===== config.mk =====
export PLATFORM = sky130hd
export DESIGN_NAME = vga_timing_gen_flat
export DESIGN_NICKNAME = d
export VERILOG_FILES = /design/src/rtl/vga_timing_pkg.sv /design/src/rtl/vga_timing_gen_if.sv /design/src/rtl/clk_en_div.sv /design/src/rtl/vga_timing_gen.sv /design/src/flat_wrapper.sv
export SDC_FILE = /design/constraint.sdc
export NUM_CORES = 1
export LEC_CHECK = 0
export BUFFER_PORTS_ARGS = -buffer_cell sky130_fd_sc_hd__buf_2
export CELL_PAD_IN_SITES_DETAIL_PLACEMENT = 0
export CELL_PAD_IN_SITES_GLOBAL_PLACEMENT = 1
export CORE_MARGIN = 10
export CORE_UTILIZATION = 45
export CTS_BUF_LIST = sky130_fd_sc_hd__clkbuf_8
export DETAILED_ROUTE_END_ITERATION = 8
export HOLD_SLACK_MARGIN = 0.12
export PLACE_DENSITY = 0.91
export SYNTH_ARGS = -nofsm -noshare
export SYNTH_HDL_FRONTEND = slang
export SYNTH_SLANG_ARGS = --single-unit

===== constraint.sdc =====
create_clock -name clk -period 5.5 [get_ports clk]
set_clock_uncertainty 0.1 [all_clocks]
set_input_delay 1.1 -clock clk [delete_from_list [all_inputs] [get_ports clk]]
set_output_delay 1.1 -clock clk [all_outputs]
set_load 0.02 [all_outputs]

===== src/rtl/vga_timing_pkg.sv =====
// Shared raster constants, the coordinate type and flag helpers used by the
// timing generator and by every renderer that consumes its counters.
package vga_timing_pkg;

    localparam int unsigned COORD_W       = 10;
    localparam int unsigned VGA_PARAM_MAX = (1 << COORD_W) - 1;

    typedef logic [COORD_W-1:0] coord_t;

    // 640x480 at 60 Hz from a 100 MHz system clock
    localparam int unsigned VGA_CLK_DIV         = 4;
    localparam int unsigned VGA_H_TOTAL         = 800;
    localparam int unsigned VGA_H_SYNC          = 96;
    localparam int unsigned VGA_H_ACT_START     = 144;
    localparam int unsigned VGA_H_ACT_END       = 783;
    localparam int unsigned VGA_V_TOTAL         = 521;
    localparam int unsigned VGA_V_SYNC          = 2;
    localparam int unsigned VGA_V_ACT_START     = 31;
    localparam int unsigned VGA_V_ACT_END       = 510;
    localparam int unsigned VGA_FRAMES_PER_TICK = 60;

    typedef struct packed {
        logic hsync;
        logic vsync;
        logic video_on;
    } sync_flags_t;

    function automatic logic in_window(coord_t c, coord_t lo, coord_t hi);
        return (c >= lo) && (c <= hi);
    endfunction

    // Syncs are active-low: they sit low while the coordinate is below the sync width.
    function automatic sync_flags_t calc_flags(
        coord_t h, coord_t v,
        coord_t h_sync, coord_t v_sync,
        coord_t h_lo, coord_t h_hi,
        coord_t v_lo, coord_t v_hi
    );
        sync_flags_t f;
        f.hsync    = (h >= h_sync);
        f.vsync    = (v >= v_sync);
        f.video_on = in_window(h, h_lo, h_hi) && in_window(v, v_lo, v_hi);
        return f;
    endfunction

endpackage


===== src/rtl/vga_timing_gen_if.sv =====
// Raster timing bundle: the generator drives it, renderers and the VGA pins read it.
interface vga_timing_gen_if;

    logic                    pix_en;
    vga_timing_pkg::coord_t  h_count;
    vga_timing_pkg::coord_t  v_count;
    logic                    hsync;
    logic                    vsync;
    logic                    video_on;
    logic                    frame_start;
    logic                    clk_1s;

    modport master (
        output pix_en, h_count, v_count, hsync, vsync,
               video_on, frame_start, clk_1s
    );

    modport slave (
        input  pix_en, h_count, v_count, hsync, vsync,
               video_on, frame_start, clk_1s
    );

endinterface


===== src/rtl/clk_en_div.sv =====
// Rate divider producing a registered one-clk enable pulse every CLK_DIV clocks.
module clk_en_div #(
    parameter int unsigned CLK_DIV = 4
) (
    input  logic clk,
    input  logic rst_n,
    output logic en
);

    logic r_en;

    generate
        if (CLK_DIV <= 1) begin : g_every_clk
            // Registered so the enable is still low while reset is held.
            always_ff @(posedge clk or negedge rst_n) begin
                if (!rst_n) begin
                    r_en <= 1'b0;
                end else begin
                    r_en <= 1'b1;
                end
            end
        end else begin : g_count
            localparam int unsigned DIV_W = $clog2(CLK_DIV);
            localparam logic [DIV_W-1:0] DIV_LAST = DIV_W'(CLK_DIV - 1);

            logic [DIV_W-1:0] r_div;

            always_ff @(posedge clk or negedge rst_n) begin
                if (!rst_n) begin
                    r_div <= '0;
                    r_en  <= 1'b0;
                end else begin
                    r_en  <= (r_div == DIV_LAST);
                    r_div <= (r_div == DIV_LAST) ? '0 : r_div + 1'b1;
                end
            end
        end
    endgenerate

    assign en = r_en;

endmodule


===== src/rtl/vga_timing_gen.sv =====
// Raster timing generator: pixel counters, registered sync/visible flags,
// frame-start pulse and the frame-derived clk_1s animation tick.
module vga_timing_gen
    import vga_timing_pkg::*;
#(
    parameter int unsigned CLK_DIV         = VGA_CLK_DIV,
    parameter int unsigned H_TOTAL         = VGA_H_TOTAL,
    parameter int unsigned H_SYNC          = VGA_H_SYNC,
    parameter int unsigned H_ACT_START     = VGA_H_ACT_START,
    parameter int unsigned H_ACT_END       = VGA_H_ACT_END,
    parameter int unsigned V_TOTAL         = VGA_V_TOTAL,
    parameter int unsigned V_SYNC          = VGA_V_SYNC,
    parameter int unsigned V_ACT_START     = VGA_V_ACT_START,
    parameter int unsigned V_ACT_END       = VGA_V_ACT_END,
    parameter int unsigned FRAMES_PER_TICK = VGA_FRAMES_PER_TICK
) (
    input  logic                    clk,
    input  logic                    rst_n,
    vga_timing_gen_if.master        o_vga
);

    localparam coord_t H_LAST  = coord_t'(H_TOTAL - 1);
    localparam coord_t V_LAST  = coord_t'(V_TOTAL - 1);
    localparam coord_t H_SYN_C = coord_t'(H_SYNC);
    localparam coord_t V_SYN_C = coord_t'(V_SYNC);
    localparam coord_t H_LO    = coord_t'(H_ACT_START);
    localparam coord_t H_HI    = coord_t'(H_ACT_END);
    localparam coord_t V_LO    = coord_t'(V_ACT_START);
    localparam coord_t V_HI    = coord_t'(V_ACT_END);
    localparam coord_t FC_LAST = coord_t'(FRAMES_PER_TICK / 2 - 1);

    logic        w_pix_en;
    logic        w_line_end;
    logic        w_frame_end;
    coord_t      w_h_next;
    coord_t      w_v_next;
    sync_flags_t w_flags_next;

    coord_t      r_h;
    coord_t      r_v;
    coord_t      r_fcnt;
    sync_flags_t r_flags;
    logic        r_frame_start;
    logic        r_clk_1s;

    clk_en_div #(
        .CLK_DIV (CLK_DIV)
    ) u_pix_div (
        .clk   (clk),
        .rst_n (rst_n),
        .en    (w_pix_en)
    );

    // Flags are derived from the next counter values so they land on the
    // same edge as the counters themselves.
    always_comb begin
        w_line_end   = (r_h == H_LAST);
        w_frame_end  = w_line_end && (r_v == V_LAST);
        w_h_next     = w_line_end ? '0 : r_h + coord_t'(1);
        w_v_next     = r_v;
        if (w_line_end) begin
            w_v_next = (r_v == V_LAST) ? '0 : r_v + coord_t'(1);
        end
        w_flags_next = calc_flags(w_h_next, w_v_next, H_SYN_C, V_SYN_C,
                                  H_LO, H_HI, V_LO, V_HI);
    end

    always_ff @(posedge clk or negedge rst_n) begin
        if (!rst_n) begin
            r_h           <= '0;
            r_v           <= '0;
            r_fcnt        <= '0;
            r_flags       <= '0;
            r_frame_start <= 1'b0;
            r_clk_1s      <= 1'b0;
        end else begin
            r_frame_start <= 1'b0;
            if (w_pix_en) begin
                r_h     <= w_h_next;
                r_v     <= w_v_next;
                r_flags <= w_flags_next;
                if (w_frame_end) begin
                    r_frame_start <= 1'b1;
                    if (r_fcnt == FC_LAST) begin
                        r_fcnt   <= '0;
                        r_clk_1s <= ~r_clk_1s;
                    end else begin
                        r_fcnt <= r_fcnt + coord_t'(1);
                    end
                end
            end
        end
    end

    assign o_vga.pix_en      = w_pix_en;
    assign o_vga.h_count     = r_h;
    assign o_vga.v_count     = r_v;
    assign o_vga.hsync       = r_flags.hsync;
    assign o_vga.vsync       = r_flags.vsync;
    assign o_vga.video_on    = r_flags.video_on;
    assign o_vga.frame_start = r_frame_start;
    assign o_vga.clk_1s      = r_clk_1s;

    // Parameters must fit the 10-bit coordinate space and give a symmetric tick.
    always @(posedge clk) begin
        param_legal : assert (
            (CLK_DIV >= 1) && (CLK_DIV <= VGA_PARAM_MAX) &&
            (H_TOTAL >= 1) && (H_TOTAL <= VGA_PARAM_MAX) &&
            (H_SYNC <= VGA_PARAM_MAX) &&
            (H_ACT_START <= VGA_PARAM_MAX) && (H_ACT_END <= VGA_PARAM_MAX) &&
            (V_TOTAL >= 1) && (V_TOTAL <= VGA_PARAM_MAX) &&
            (V_SYNC <= VGA_PARAM_MAX) &&
            (V_ACT_START <= VGA_PARAM_MAX) && (V_ACT_END <= VGA_PARAM_MAX) &&
            (FRAMES_PER_TICK >= 2) && (FRAMES_PER_TICK <= VGA_PARAM_MAX) &&
            ((FRAMES_PER_TICK % 2) == 0)
        );
    end

endmodule


===== src/flat_wrapper.sv =====
// flat-port wrapper written by rule: the top's interface ports become plain ports
module vga_timing_gen_flat import vga_timing_pkg::*;
#(
    parameter int unsigned CLK_DIV         = VGA_CLK_DIV,
    parameter int unsigned H_TOTAL         = VGA_H_TOTAL,
    parameter int unsigned H_SYNC          = VGA_H_SYNC,
    parameter int unsigned H_ACT_START     = VGA_H_ACT_START,
    parameter int unsigned H_ACT_END       = VGA_H_ACT_END,
    parameter int unsigned V_TOTAL         = VGA_V_TOTAL,
    parameter int unsigned V_SYNC          = VGA_V_SYNC,
    parameter int unsigned V_ACT_START     = VGA_V_ACT_START,
    parameter int unsigned V_ACT_END       = VGA_V_ACT_END,
    parameter int unsigned FRAMES_PER_TICK = VGA_FRAMES_PER_TICK
)
  (clk, rst_n, o_vga_pix_en, o_vga_h_count, o_vga_v_count, o_vga_hsync, o_vga_vsync, o_vga_video_on, o_vga_frame_start, o_vga_clk_1s);
  vga_timing_gen_if o_vga_i ();
  input  logic clk;
  input  logic rst_n;
  output wire logic [$bits(o_vga_i.pix_en)-1:0] o_vga_pix_en;
  output wire logic [$bits(o_vga_i.h_count)-1:0] o_vga_h_count;
  output wire logic [$bits(o_vga_i.v_count)-1:0] o_vga_v_count;
  output wire logic [$bits(o_vga_i.hsync)-1:0] o_vga_hsync;
  output wire logic [$bits(o_vga_i.vsync)-1:0] o_vga_vsync;
  output wire logic [$bits(o_vga_i.video_on)-1:0] o_vga_video_on;
  output wire logic [$bits(o_vga_i.frame_start)-1:0] o_vga_frame_start;
  output wire logic [$bits(o_vga_i.clk_1s)-1:0] o_vga_clk_1s;
  assign o_vga_pix_en = o_vga_i.pix_en;
  assign o_vga_h_count = o_vga_i.h_count;
  assign o_vga_v_count = o_vga_i.v_count;
  assign o_vga_hsync = o_vga_i.hsync;
  assign o_vga_vsync = o_vga_i.vsync;
  assign o_vga_video_on = o_vga_i.video_on;
  assign o_vga_frame_start = o_vga_i.frame_start;
  assign o_vga_clk_1s = o_vga_i.clk_1s;
  vga_timing_gen #(.CLK_DIV(CLK_DIV), .H_TOTAL(H_TOTAL), .H_SYNC(H_SYNC), .H_ACT_START(H_ACT_START), .H_ACT_END(H_ACT_END), .V_TOTAL(V_TOTAL), .V_SYNC(V_SYNC), .V_ACT_START(V_ACT_START), .V_ACT_END(V_ACT_END), .FRAMES_PER_TICK(FRAMES_PER_TICK)) u_core (.clk(clk), .rst_n(rst_n), .o_vga(o_vga_i));
endmodule

# --- Word level (Yosys, flattened, before mapping) ---
# Index checks and enable logic that the tools add are counted.
word_totals:
  register_bits: 38
  latchBits: 0
  ramBits: 0
  rom_bits: 0
  in_bits: 2
  out_inout_bits: 26
  word_cells: 38
  memories: 0
classes:
  addsub: 4
  n_mul: 0
  div: 0
  magnitude_cmp: 6
  eq_ne: 4
  n_shift: 0
  n_mux: 7
  bitwise: 1
  reduce_logical: 6
op_table:
  columns: ["operator", "n"]
  rows:
  - ["$mux 10", 4]
  - ["$add 10x1->10 const B", 3]
  - ["$eq 10x10->1 const B", 2]
  - ["$eq 10x5->1 const B", 1]
  - ["$ge 10x2->1 const B", 1]
  - ["$ge 10x5->1 const B", 1]
  - ["$ge 10x7->1 const B", 1]
  - ["$ge 10x8->1 const B", 1]
  - ["$le 10x10->1 const B", 1]
  - ["$le 10x9->1 const B", 1]
  - ["$logic_and 1x1->1", 4]
  - ["$reduce_and 3->1", 1]
  - ["$add 2x1->2 const B", 1]
  - ["$eq 2x2->1 const B", 1]
  - ["$mux 1", 2]
  - ["$mux 2", 1]
  - ["$reduce_and 2->1", 1]
  - ["$not 1->1", 1]

# --- Logic depth before layout (Yosys ltp) ---
logic_depth:
  word_depth: 6
  ltp_mapped: 9
  ltp_nobuf: 8

# --- Modules after synthesis ---
# A second synthesis with hierarchy kept.
unflattened:
  hier_cells: 258
  area_unflattened_um2: 2269.7
by_module_without_submodules:
  columns: ["module", "n_inst", "cells_per_inst", "area_each_um2", "seq_area_each_um2"]
  rows:
  - ["vga_timing_gen", 1, 253, 2178.3, 875.8]
  - ["clk_en_div", 1, 5, 91.3, 75.1]

# --- Worst setup path before layout ---
# OpenSTA, ideal clock, no wires.
synth_timing:
  path_type: "register to register"
  from: "register u_core.r_h[1], in the netlist u_core.o_vga.h_count[1]"
  to: "register u_core.r_flags (netlist bit u_core.o_vga.video_on)"
  setup_time_ns: 0.110
  arrival_ns: 2.456
  required_time_ns: 5.290
  slack_ns: 2.833
  stages_incl_launch_ff: 8
  n_path_buf: 0
  period_less_slack_ns: 2.667
  path_cell_list: "dfrtp_1 ha_1 nand4_1 or3_1 or4_1 a221oi_1 nor4_1 o41ai_1"
synth_between:
  elab_chain_cells: 5
  word_cells_on_any_way: 11
  classes_between: "add/sub: 1; order compare: 4; eq/ne: 1; mux: 2; reduce/logical: 3"
synth_rtl:
  columns: ["item", "line", "source"]
  rows:
  - ["from (decl)", "vga_timing_gen.sv:39", "coord_t r_h;"]
  - ["from (signal assigned)", "vga_timing_gen.sv:79", "r_h <= w_h_next;"]
  - ["$add 10x1->10 / $eq 10x10->1 (equally long branches)", "vga_timing_gen.sv:59, vga_timing_gen.sv:57", null]
  - ["$mux 10, on equally long branches", "vga_timing_gen.sv:59, vga_timing_gen.sv:61", null]
  - ["$ge 10x8->1, or another cell as far along", "vga_timing_pkg.sv:29", "return (c >= lo) && (c <= hi);"]
  - ["$logic_and 1x1->1", "vga_timing_pkg.sv:29", null]
  - ["$logic_and 1x1->1 (*)", "vga_timing_pkg.sv:42", "f.video_on = in_window(h, h_lo, h_hi) && in_window(v, v_lo, v_hi);"]
  - ["to (signal assigned)", "vga_timing_gen.sv:81", "r_flags <= w_flags_next;"]
  - ["to (decl)", "vga_timing_gen.sv:42", "sync_flags_t r_flags;"]
# Mark *: on every way between the ends. The rest lies on a longest branch, timed or not.
# A chain may end at the register's enable or synchronous reset.

# --- Final worst setup path ---
# Same ends and word-level chain as after synthesis.

==> reports/results.tsv <==
metric	value	unit
status	completed	
rsz0062_at_grt	no	
cts_hold_buf	0	
dieArea	8560	sq um
end_kind	register	
min_path_type	reg -> reg	
cts_max_path_buffers	2	
rr_worst_depth	7	
grtUsageTotal	13.6	%
post_cts.repair.setup_buffers	0	
synth-seq-area-share	40.2	%
cts_htree_levels	2	
pin_count	28	
fin_crit_sh	56.0	%
start_util	46.3	%
antenna_found_initial	0	
grt_pass1_wl	9.60	mm
period_minus_slack	3080	ps
cellLeakagePower	1.12	nW
totalPowerFinal	0.000531	W
ir_worst_vdd	0.000168	V
crit_path_top_delay_cell	or3_1	
finalWirelength	5.63	mm
ys_seq_elements	38	
ys.flop_type	dfrtp_1	
cp-start-kind	register	
finish.utilization	51.4	%
use_met1	17.5	%
use_met2	21.0	%
crit_arrival	3170	ps
drcViolationCount	0	
cts_tree	yes	
power_density	202	nW/um^2
rows	26	
yosysWarnings	0	
crit_family	simple AND/OR/NAND/NOR gates	
syn_area	2370	sq um
max_slew_margin	41.6	%
crit_buf_inv	0	
post_cts_resized	0	
finalNetCount	288	
dpl.hpwl	3.96	mm
numClockSinks	38	
vias_per_cell	5.88	
worst_slew_pin_slew	870	ps
cts-root-buf	clkbuf_8	
syn_nets	269	
clk_pin_slew	90	ps
synth_edf_count	0	
antennaDiodeCount	0	
wl_per_cell	16.1	microns
max_freq	325	MHz
first_global_vias	1959	
holdPathStages	1	
setup_viol	0	
avgSynthCellArea	9.10	sq um
fp.dieH	92.5	microns
critPathKind	reg -> reg	
crit_fanout	13	
grt_use_met3	4.04	%
port_buffers	27	
cap_violations	0	
busiest_layer	met2	
clock_latency	300	ps
report.final.slew_viol_count	0	
place_inst	342	
grt.overflow.total	0	
numCtsBuffers	5	
final-instance-count-excl-fill	350	
syn_to_final_growth	10.9	%
core-area	5110	sq um
synthArstFlopShare	100	%
vias	2057	
place_congestion	0.856	
synth.distinct_cells	51	
cp_cell_sequence	ha_1, nand4_1, or3_1, or4_1, a221oi_1, nor4_1, o41ai_1	
hold_viol	0	
die_x	92.5	microns
syn_inst	260	
finalSetupTns	0	ps
antenna_left	0	
cp_slowest_stage_delay	630	ps
first_iter_violations	110	
first_pass_iters	4	
cp.depth	7	
crit_required	5590	ps
grt_start_max_net_pins	39	
drive_gt1_share	17.5	%
logic make-up (layout without fill, tap and decap cells):
| logic type | Yosys count | count (layout) | share of synthesized area (%) |
|---|---|---|---|
| compound gates | 57 | 57 | 15.4 |
| xor+xnor | 17 | 17 | 6.29 |
| fa+ha+maj | 7 | 7 | 3.70 |
| buf+inv | 25 | 45 | 4.86 |
| flops | 38 | 38 | 40.2 |
| mux | 5 | 5 | 2.27 |
| simple gates | 111 | 111 | 27.3 |
worst register-to-register path: cells and delay by family (launching register included):
kind | cells | cell delay, ps
compound gates | 2 | 660
simple gates | 4 | 1490
fa+ha+maj | 1 | 280
flops | 1 | 440
where the power goes:
group,internal (W),switching (W)
sequential,0.000279,0
clock,0.000135,0.000111
combinational,0.000000257,0.00000522
total,0.000414,0.000117
sequential cells by signal, indices dropped and copies added (netlist names):
register / count
u_core.o_vga.h_count: 10
u_core.o_vga.clk_1s: 1
u_core.o_vga.video_on: 1
u_core.o_vga.v_count: 10
u_core.o_vga.vsync: 1
u_core.u_pix_div.g_count.r_div: 2
u_core.o_vga.hsync: 1
u_core.o_vga.frame_start: 1
u_core.u_pix_div.en: 1
u_core.r_fcnt: 10
worst paths after layout:
kind                                                        start                                 to  slack, ps
worst min-delay path            u_core.u_pix_div.g_count.r_div[0]  u_core.u_pix_div.g_count.r_div[0]        330
worst min register to register  u_core.u_pix_div.g_count.r_div[0]  u_core.u_pix_div.g_count.r_div[0]        330
worst max-delay path                      u_core.o_vga.h_count[1]              u_core.o_vga.video_on       2420
max in group asynchronous                                   rst_n            u_core.o_vga.h_count[8]       3970
worst max register to register            u_core.o_vga.h_count[1]              u_core.o_vga.video_on       2420
min in group asynchronous                                   rst_n                   u_core.r_fcnt[4]        800
area by class of cell:
type / instances / area, sq um
multi-input combinational: 197 / 1300
timing repair buffer: 27 / 135
clock buffer: 5 / 68.8
clock inverter: 3 / 45.0
inverter: 10 / 37.5
tap: 70 / 87.6
fill: 487 / 2480
sequential: 38 / 951
stage by stage:
step	hold slack, ps	cell area [sq um]	worst slack, ps
2_1_floorplan	303	2370	2830
3_3_place_gp	313	2510	2550
3_5_place_dp	318	2510	2470
4_1_cts	330	2630	2450
5_1_grt	373	2630	2160
6_report	327	2630	2420
metal layers:
metal	up-vias	share of wire, %
met5	-	0
li1	991	-
met4	0	1.3
met3	6	6.5
met1	1009	45
met2	51	47
synthesized netlist by cell type (all sizes together), types with 2 or more instances:
cell type,instances,area share (%)
a21o,2,0.63
a31oi,4,1.1
or4,3,1.1
nand2,21,3.3
xnor2,15,5.5
nor2b,2,0.53
ha,7,3.7
inv,10,1.6
mux2,3,1.4
nand4,11,2.9
and3,10,2.6
xor2,2,0.74
o22ai,3,0.79
o211ai,2,0.63
dfrtp,38,40
nor3,12,3.2
buf,9,2.3
a32oi,2,0.74
mux2i,2,0.85
or3,2,0.53
nor4,5,1.6
and4,4,1.5
o21ai,23,5.0
or2,3,0.79
o31ai,4,1.3
nand3,16,3.4
a21oi,8,2.2
o41ai,2,0.74
clkbuf,6,0.95
nor3b,2,0.63
and2,2,0.53
a211oi,2,0.63
nor2,14,2.2
cells in the final DEF, fill, tap and decap left out, types with 3 or more instances in the layout:
cell type	instances
mux2_2	3
o31ai_1	4
and4_1	4
xnor2_1	15
and3_1	10
nand4_1	11
a21oi_1	7
nor3_2	3
nand2_1	21
nor3_1	9
buf_2	27
nand3_1	16
clkbuf_8	5
dfrtp_1	38
nor2_1	14
ha_1	7
nor4_1	4
o22ai_1	3
o21ai_0	20
a31oi_1	4
inv_1	10
Power figures use the tool's default switching activity.
